===== config.mk =====
export PLATFORM = sky130hd
export DESIGN_NAME = seq_gen_tx
export DESIGN_NICKNAME = d
export VERILOG_FILES = /design/src/rtl/seq_gen_tx.sv
export SDC_FILE = /design/constraint.sdc
export NUM_CORES = 1
export LEC_CHECK = 0
export CAP_MARGIN = 25
export CORE_MARGIN = 2
export CORE_UTILIZATION = 32
export CTS_BUF_LIST = sky130_fd_sc_hd__clkbuf_16
export DETAILED_ROUTE_END_ITERATION = 16
export PLACE_DENSITY = 0.5
export SLEW_MARGIN = 10
export SYNTH_ARGS = -nofsm -noshare
export SYNTH_HDL_FRONTEND = slang
export SYNTH_SLANG_ARGS = --single-unit

===== constraint.sdc =====
create_clock -name clk -period 3.55 [get_ports clk]
set_input_delay 0.71 -clock clk [delete_from_list [all_inputs] [get_ports clk]]
set_output_delay 0.71 -clock clk [all_outputs]
set_load 0.01 [all_outputs]

===== src/rtl/seq_gen_tx.sv =====
// Serial frame transmitter (MSB-first, repeatable) with overlapping DET_PAT counter; SEQ_GEN_TX_PARITY_EN adds an even-parity bit per frame.
// Latency: first bit one cycle after an accepted start, then one bit per cycle; one-cycle done pulse after the last bit.
// Backpressure: none; start is taken only in IDLE, and abort ends the transmission after the current bit.
module seq_gen_tx #(
  parameter int         WIDTH   = 16,
  parameter logic [3:0] DET_PAT = 4'b1011
) (
  input  logic             clk,
  input  logic             rst_n,
  input  logic             start,
  input  logic [WIDTH-1:0] data,
  input  logic [4:0]       len,
  input  logic [3:0]       reps,
  input  logic             abort,
  output logic             x,
  output logic             valid,
  output logic             busy,
  output logic             done,
  output logic [7:0]       pat_cnt
);

  localparam int         IW      = (WIDTH > 1) ? $clog2(WIDTH) : 1;
  localparam logic [5:0] LEN_MAX = 6'(WIDTH);

`ifdef SEQ_GEN_TX_PARITY_EN
  typedef enum logic [1:0] {IDLE = 2'd0, SHIFT = 2'd1, PARITY = 2'd2, DONE = 2'd3} state_t;
`else
  typedef enum logic [1:0] {IDLE = 2'd0, SHIFT = 2'd1, DONE = 2'd3} state_t;
`endif

  state_t           state_q, state_d;
  logic [WIDTH-1:0] data_q;
  logic [IW-1:0]    idx_q, idx_d, last_q;
  logic [3:0]       reps_q, reps_d;
  logic             accept, load;
  logic [2:0]       hist_q;
  logic [1:0]       hcnt_q;
  logic             match;

`ifdef SEQ_GEN_TX_PARITY_EN
  logic             par_q, par_d;
  logic [WIDTH-1:0] len_mask;

  always_comb begin
    len_mask = '0;
    for (int i = 0; i < WIDTH; i++) begin
      len_mask[i] = (i < int'(len));
    end
    par_d = ^(data & len_mask);
  end
`endif

  assign accept = start && (len != 5'd0) && ({1'b0, len} <= LEN_MAX);
  assign busy   = (state_q != IDLE);
  assign done   = (state_q == DONE);

  always_comb begin
    x     = 1'b0;
    valid = 1'b0;
    case (state_q)
      SHIFT: begin
        x     = data_q[idx_q];
        valid = 1'b1;
      end
`ifdef SEQ_GEN_TX_PARITY_EN
      PARITY: begin
        x     = par_q;
        valid = 1'b1;
      end
`endif
      default: ;
    endcase
  end

  always_comb begin
    state_d = state_q;
    idx_d   = idx_q;
    reps_d  = reps_q;
    load    = 1'b0;
    case (state_q)
      IDLE: begin
        if (accept) begin
          load    = 1'b1;
          state_d = SHIFT;
          idx_d   = IW'(len - 5'd1);
          reps_d  = reps;
        end
      end
      SHIFT: begin
        if (abort) begin
          state_d = DONE;
        end else if (idx_q != '0) begin
          idx_d = idx_q - IW'(1);
        end else begin
`ifdef SEQ_GEN_TX_PARITY_EN
          state_d = PARITY;
`else
          // Next frame starts back-to-back from the captured data.
          if (reps_q != 4'd0) begin
            reps_d = reps_q - 4'd1;
            idx_d  = last_q;
          end else begin
            state_d = DONE;
          end
`endif
        end
      end
`ifdef SEQ_GEN_TX_PARITY_EN
      PARITY: begin
        if (abort) begin
          state_d = DONE;
        end else if (reps_q != 4'd0) begin
          reps_d  = reps_q - 4'd1;
          idx_d   = last_q;
          state_d = SHIFT;
        end else begin
          state_d = DONE;
        end
      end
`endif
      DONE:    state_d = IDLE;
      default: state_d = IDLE;
    endcase
  end

  // Needs three earlier valid bits since the last start before a match can count.
  assign match = valid && (hcnt_q == 2'd3) && ({hist_q, x} == DET_PAT);

  always_ff @(posedge clk) begin
    if (!rst_n) begin
      state_q <= IDLE;
      data_q  <= '0;
      idx_q   <= '0;
      last_q  <= '0;
      reps_q  <= '0;
      hist_q  <= '0;
      hcnt_q  <= '0;
      pat_cnt <= '0;
`ifdef SEQ_GEN_TX_PARITY_EN
      par_q   <= 1'b0;
`endif
    end else begin
      state_q <= state_d;
      idx_q   <= idx_d;
      reps_q  <= reps_d;
      if (load) begin
        data_q  <= data;
        last_q  <= idx_d;
        hist_q  <= '0;
        hcnt_q  <= '0;
        pat_cnt <= '0;
`ifdef SEQ_GEN_TX_PARITY_EN
        par_q   <= par_d;
`endif
      end else if (valid) begin
        hist_q <= {hist_q[1:0], x};
        if (hcnt_q != 2'd3) hcnt_q <= hcnt_q + 2'd1;
        if (match && (pat_cnt != 8'hff)) pat_cnt <= pat_cnt + 8'd1;
      end
    end
  end

endmodule


# After elaboration in Yosys (flattened, before gate mapping)
# Cells that the tools add are included.
# classes
n_reduce_logical	16
n_div	0
n_mul	0
order_cmp	2
n_bitwise	1
mux	21
eq_ne	12
n_shift	0
addsub	5
# op_table
op	count
4-bit 2-to-1 mux	8
4-bit case mux with 2 select lines	2
4-bit by 1-bit subtractor with 4-bit output (second input constant)	3
2-bit inequality test (second input constant)	5
8-bit by 1-bit adder with 8-bit output (second input constant)	1
2-bit 2-to-1 mux	4
8-bit inequality test (second input constant)	1
4-bit nonzero test	2
3-bit inequality test (second input constant)	2
5-bit less-or-equal comparator (second input constant)	1
1-bit logical AND	5
4-bit by 5-bit less-than comparator with 1-bit output (second input constant)	1
1-bit 2-to-1 mux	5
5-bit AND reduction	1
5-bit nonzero test	1
1-bit binary-select mux with 4-bit select	1
2-bit == test (second input constant)	2
4-bit == test (second input constant)	1
2-bit case mux with 2 select lines	1
2-bit AND reduction	2
2-bit nonzero test	2
3-bit AND reduction	1
2-bit by 1-bit adder with 2-bit output (second input constant)	1
2-bit by 1-bit == test with 1-bit output (second input constant)	1
3 further kinds	3
# word_totals
wordCells	65
regBits	43
n_memories	0
mem_bits_ro	0
in_bits	29
mem_bits_rw	0
output_inout_bits	12
latchBits	0

# Logic depth before layout (Yosys ltp)
# Gate-level depths: netlist (run 1).
# logic_depth
word_depth	7
mapped_depth	8
depth_no_buf	7

# Worst setup path before layout (run 1)
# Ideal clock, no wire load.
# synth_path
path_kind	input -> register
startpoint	input len[0]
endpoint	register reps_q[2]
path_buffers	1
setup_ns	0.125
arrival_ns	2.186
path_slack_ns	1.239
required_ns	3.425
stages	8
cell_sequence	inv_1 > ha_1 > nor3b_1 > xnor2_1 > nand3_1 > clkbuf_1 > a21oi_1 > o32ai_1
# synth_between
elab_chain_cells	5
word_cells_on_any_way	6
cone_classes	order compare: 1; eq/ne: 1; reduce/logical: 4
# synth_rtl
element	line	rtl
from (decl)	12	input logic [4:0] len,
branches (longest 2 deep; another with 5-bit less-or-equal comparator)	-	
1-bit logical AND *	53	assign accept = start && (len != 5'd0) && ({1'b0, len} <= LEN_MAX);
2-bit inequality test (no line) *	-	
5-bit AND reduction (no line) *	-	
to (signal assigned)	145	reps_q <= reps_d;
to (decl)	34	logic [3:0] reps_q, reps_d;
# Mark *: on every way between the ends.
# A chain may end at the register's enable or synchronous reset.

# Worst setup path in the final report (run 1)
# layout_path
startpoint	register idx_q[0]
endpoint	output x
# layout_between
elab_chain_cells	3
# layout_rtl
element	line	rtl
from (decl)	33	logic [IW-1:0] idx_q, idx_d, last_q;
from (signal assigned)	144	idx_q <= idx_d;
1-bit binary-select mux with 4-bit select	62	x = data_q[idx_q];
1-bit 2-to-1 mux (not written as such)	62	
1-bit 2-to-1 mux	60	case (state_q)
to (decl)	15	output logic x,
# Every way passes these cells. The select of a mux whose other input is x is not followed.

==> results of run 1 <==
[worst min path at each step]
stage	depth (start not counted)	slack (ns)	end
4_1_cts	2	0.46	data_q[9]
3_3_place_gp	2	0.45	data_q[1]
5_1_grt	2	0.47	data_q[5]
2_1_floorplan	2	0.43	data_q[2]
6_report	2	0.46	data_q[9]
3_5_place_dp	2	0.45	data_q[9]
[state kept, by name, indices dropped and copies added (netlist names)]
signal / flops
data_q: 16
hcnt_q: 2
hist_q: 3
idx_q: 4
last_q: 4
pat_cnt: 8
reps_q: 4
state_q: 2
[routing by layer]
| layer | vias up | share of wire, % | track usage, % |
|---|---|---|---|
| li1 | 1102 | - | - |
| met1 | 1026 | 51 | 19.31 |
| met2 | 36 | 43 | 22.22 |
| met3 | 9 | 4.1 | 3.521 |
| met4 | 0 | 1.5 | 4.359 |
| met5 | - | 0 | 0 |
[final cells by class]
type	instances	area (um2)	area share, %
timing repair buffer	45	437.9	14.68
multi-input combinational	223	1360	45.58
tap	99	123.9	4.151
inverter	10	37.54	1.258
sequential	43	860.8	28.85
clock buffer	5	125.1	4.193
clock inverter	3	38.79	1.300
[synthesized netlist by cell type (3+ instances only)]
cell type  count  share of area, %
buf_6          3               1.4
nor2b_1        5               1.3
a31oi_1        3              0.80
o21ai_0        5               1.1
nand4b_1       3               1.1
ha_1           6               3.2
a311o_1        4               1.7
nor3_1         7               1.5
dfxtp_1       43                37
nor2_1        19               3.0
nand2b_1       9               2.4
nand2_1       54               8.6
and2_1         5               1.3
mux2i_1       15               6.4
clkbuf_1      13               2.1
nand3_1        6               1.3
a22oi_1        3              0.96
inv_1          9               1.4
xnor2_1        3               1.1
a21oi_1       41               8.7
[logic make-up (layout without fill, tap and decap cells)]
group / after synthesis / in the layout / share of synthesized area, %
and+or+nand+nor: 118 / 118 / 24.36
AOI/OAI and AO/OA: 78 / 78 / 21.33
DFF: 43 / 43 / 36.60
buffers and inverters: 29 / 63 / 5.797
muxes: 16 / 16 / 6.861
adders and majority gates: 6 / 6 / 3.191
xor gates and xnor gates: 5 / 5 / 1.862
[report_power, final]
part / total (mW) / internal [mW] / switching, mW
registers: 0.544 / 0.509 / 0.0347
clock network: 0.518 / 0.328 / 0.190
logic: 0.242 / 0.118 / 0.124
[worst max-delay path, stage by stage, from the launching register on]
cell and delay, ns:
dfxtp_1 0.71, mux2i_1 0.16, a311o_1 0.39, o22ai_1 0.26
clkdlybuf4s50_1 0.59
==> impl_metrics.toml, run 1 <==
[outcome]
status = "completed"

[worst_setup_path]
worst_setup_path_start_kind = "register"
crit_path_end = "x"
critPathMaxFanout = 13
r2r_slack_ns = 0.93
reg2reg_from = "idx_q[0]"
crit_path_end_kind = "output port"
crit_path_start = "idx_q[0]"
required_ns = 2.84
r2r_end = "reps_q[3]"
reg2reg_depth = 6
critPathKind = "register to output port"
worstPathArrival_ns = 2.39

[place]
placed_cell_area_um2 = 2820
place_congestion = 0.7952
portBuffers = 40
dp_hpwl_um = 4035
dp.cells = 420
place_ws_ns = 0.5964

[timing]
tns_ns = 0
worstMarginPinSlew_ns = 0.7439
period_needed_ns = 3.099
min_period_over_period_pct = 87.29
fin_skew_ns = 0.006336
drv_slew = 0
max_slew_margin_pct = 50.30
hold_ws_ns = 0.4555
setup_viol = 0
rsz0062_at_grt = "no"
fin_ws_ns = 0.4514
report.final.hold_viol_count = 0
max_clock_freq_mhz = 322.7

[finish]
layout-drive-gt1-share_pct = 6.079
layout.cells.non_filler = 428
layout_common_cells = "nand2_1 (54), dfxtp_1 (43), a21oi_1 (41)"
mostFrequentLayoutCell = "nand2_1"
nets = 363
diodes = 0
fin_util_pct = 41.59
fillers = 736
areaGrowthSynthToFinish_pct = 26.86
design_area_um2 = 2984

[synthesis]
syn_area_per_cell_um2 = 7.974
syn-num-nets = 330
synth_ff_type = "dfxtp_1"
synth-async-reset-ratio_pct = 0
netlist_area_um2 = 2352
synth_edf_count = 0
ys_warn_count = 0
synthCells = 295
yosysSeqAreaShare_pct = 36.60
synthDistinctLibCells = 51
ys_seq_elements = 43

[floorplan]
pin_count = 41
start_util_pct = 32.78
dieArea_um2 = 8052
rows = 31
die_w_um = 89.74
dieHeight_um = 89.74
coreArea_um2 = 7176

[clock_network]
cts_buffers = 5
cts_root_buffer = "clkbuf_16"
clock_path_buffers = 2
hold_buffers = 0
cts_sinks = 43
clkTransAtPathRegs_ns = 0.06
cts_max_level = 2
cts_tree = "yes"
postCtsSetupBuffers = 0
clock_latency_ns = 0.28
post_cts_resized = 0

[min_path]
min_from = "data_q[9]"
hold_path.class = "register to register"

[drt]
final_antenna_net_count = 0
vias = 2173
firstDrtPassIters = 4
drt_wl_total_um = 5644
via_per_inst = 5.077
wl_per_cell_um = 13.19
drtIter0Drc = 63
drc = 0

[power_and_ir_drop]
cellPowerDensity_nw_per_um2 = 436.9
p_total_mw = 1.304
peakVddDrop_v = 0.0002062
leakage_nw = 1.057

[grt]
grt_pass1_wl_um = 9556
grt_pass1_vias = 1961
grt_usage_pct = 14.19
grt_remaining_overflow = 0
antenna_found_initial = 0
grt_max_degree = 25

[job]
max-cap-violations = 0
Power figures use the tool's default switching activity.
==> inputs of run 2 (changes only) <==
Settings changed: CAP_MARGIN 25 to 0.
==> results of run 2 <==
No change in the layout: final DEF, timing and power equal those of run 1.
==> inputs of run 3 (changes only) <==
Clock period 3.55 ns to 2.9 ns, I/O delays scaled along.
==> impl_metrics.toml, run 3 (synthesis results as in run 1) <==
[outcome]
status = "completed"

[worst_setup_path]
reg2reg_depth = 6
r2r_end = "pat_cnt[5]"
critPathKind = "register to output port"
crit_chain = "mux2i_1 > a311o_1 > o22ai_1 > clkdlybuf4s50_1"
cpMaxStageDelayCell = "clkdlybuf4s50_1"
worst_setup_path_start_kind = "register"
crit_path_end_kind = "output port"
crit_family = "compound AO/OA/AOI/OAI gates"
worst-path-buf-inv = 1
worstPathArrival_ns = 2.21
required_ns = 2.32
reg2reg_from = "pat_cnt[0]"
cpPeakStageDelay_ns = 0.60
critPathMaxFanout = 13
r2r_slack_ns = 0.52

[floorplan]
coreArea_um2 = 7176
rows = 31
die_w_um = 89.74
dieHeight_um = 89.74
dieArea_um2 = 8052
start_util_pct = 32.78
pin_count = 41

[min_path]
hold_path.class = "register to register"
min_from = "data_q[7]"
worstHoldPathCells = 2
min_to = "data_q[7]"

[finish]
layout-drive-gt1-share_pct = 7.186
fillers = 795
diodes = 0
areaGrowthSynthToFinish_pct = 27.93
nets = 368
layout_common_cells = "nand2_1 (54), dfxtp_1 (42), a21oi_1 (41)"
largest_reg_flops = 16
mostFrequentLayoutCell = "nand2_1"
top_register = "data_q"
reg_top3 = "data_q: 16 flops, pat_cnt: 8 flops"

[timing]
rsz0062_at_grt = "no"
period_needed_ns = 2.792
worstMarginPinSlew_ns = 0.4620
min_period_over_period_pct = 96.26
report.final.hold_viol_count = 0
max_clock_freq_mhz = 358.2
max_slew_margin_pct = 69.12
setup_viol = 0
tns_ns = 0
drv_slew = 0
fin_skew_ns = 0.003723
hold_ws_ns = 0.4549

[grt]
grt_remaining_overflow = 0
antenna_found_initial = 0
grt_pass1_vias = 2002
grt_pass1_wl_um = 9570
grt_usage_pct = 14.21
grt_max_degree = 24

[clock_network]
postCtsSetupBuffers = 0
cts_tree = "yes"
cts_max_level = 2
cts_root_buffer = "clkbuf_16"
clock_path_buffers = 2
clock_latency_ns = 0.28
cts_buffers = 5
clkTransAtPathRegs_ns = 0.06
cts_sinks = 43

[drt]
drtIter0Drc = 88
via_per_inst = 4.947
wl_per_cell_um = 13.12
vias = 2142
final_antenna_net_count = 0
drc = 0
drt_wl_total_um = 5680
firstDrtPassIters = 4

[place]
portBuffers = 40
dp_hpwl_um = 4177
place_congestion = 0.8188

[power_and_ir_drop]
leakage_nw = 1.074
p_total_mw = 1.500
peakVddDrop_v = 0.0002105
cellPowerDensity_nw_per_um2 = 498.3

[job]
max-cap-violations = 0
-- run 3: changes by cell type in the layout (fill, tap and decap cells not counted), sizes merged --
cell | before | now
buf | 5 | 10
bufinv | 1 | 0
inv | 9 | 10
-- run 3: timing repair --
action | CTS | global route
endpoints found under the setup margin | 1 | 1
hold buffers | 0 | 0
gates resized for setup | 1 | 1
-- run 3: power by group --
group / switching [mW] / leakage (nW) / internal [mW]
clock: 0.213 / 0.0701 / 0.310
sequential: 0.0380 / 0.351 / 0.624
combinational: 0.158 / 0.653 / 0.157
-- run 3: worst min-delay path: cells and delay by family, from the launching register on --
kind,cells,cell delay (ns)
flip-flops,1,0.31
AND/OR/NAND/NOR,1,0.05
AO/OA/AOI/OAI,1,0.05
-- run 3: metal layers --
layer / wire length (um) / vias to the layer above / GRT usage [%]
li1: - / 1111 / -
met5: 0 / - / 0
met2: 2539 / 39 / 22.60
met1: 2862 / 988 / 19.72
met3: 246 / 4 / 3.353
met4: 32 / 0 / 3.077
-- run 3: cell type report --
class | instances | area [um2] | area share [%]
tap | 99 | 123.9 | 4.116
clock inverter | 3 | 11.26 | 0.3742
timing repair buffer | 50 | 488.0 | 16.22
sequential | 43 | 862.1 | 28.65
inverter | 10 | 37.54 | 1.247
multi-input combinational | 223 | 1361 | 45.24
clock buffer | 5 | 125.1 | 4.158
-- run 3: metrics by stage --
| stage | instance area [um2] | utilization, % | setup slack, ns | std cells |
|---|---|---|---|---|
| 2_1_floorplan | 2352 | - | 0.7181 | 295 |
| 3_3_place_gp | 2870 | 40.00 | 0.1359 | 425 |
| 3_5_place_dp | 2870 | 40.00 | 0.1339 | 425 |
| 4_1_cts | 3008 | 41.92 | 0.04739 | 433 |
| 5_1_grt | 3009 | 41.94 | 0.007905 | 433 |
| 6_report | 3009 | 41.94 | 0.1084 | 433 |
-- run 3: worst max-delay path by stage --
stage          startpoint          to  slack [ns]  cells past startpoint
5_1_grt        state_q[0]           x       0.008                      4
3_3_place_gp     idx_q[0]           x        0.14                      5
4_1_cts          idx_q[0]           x        0.05                      5
6_report         idx_q[0]           x        0.11                      4
2_1_floorplan  pat_cnt[0]  pat_cnt[5]        0.72                      7
3_5_place_dp     idx_q[0]           x        0.13                      4
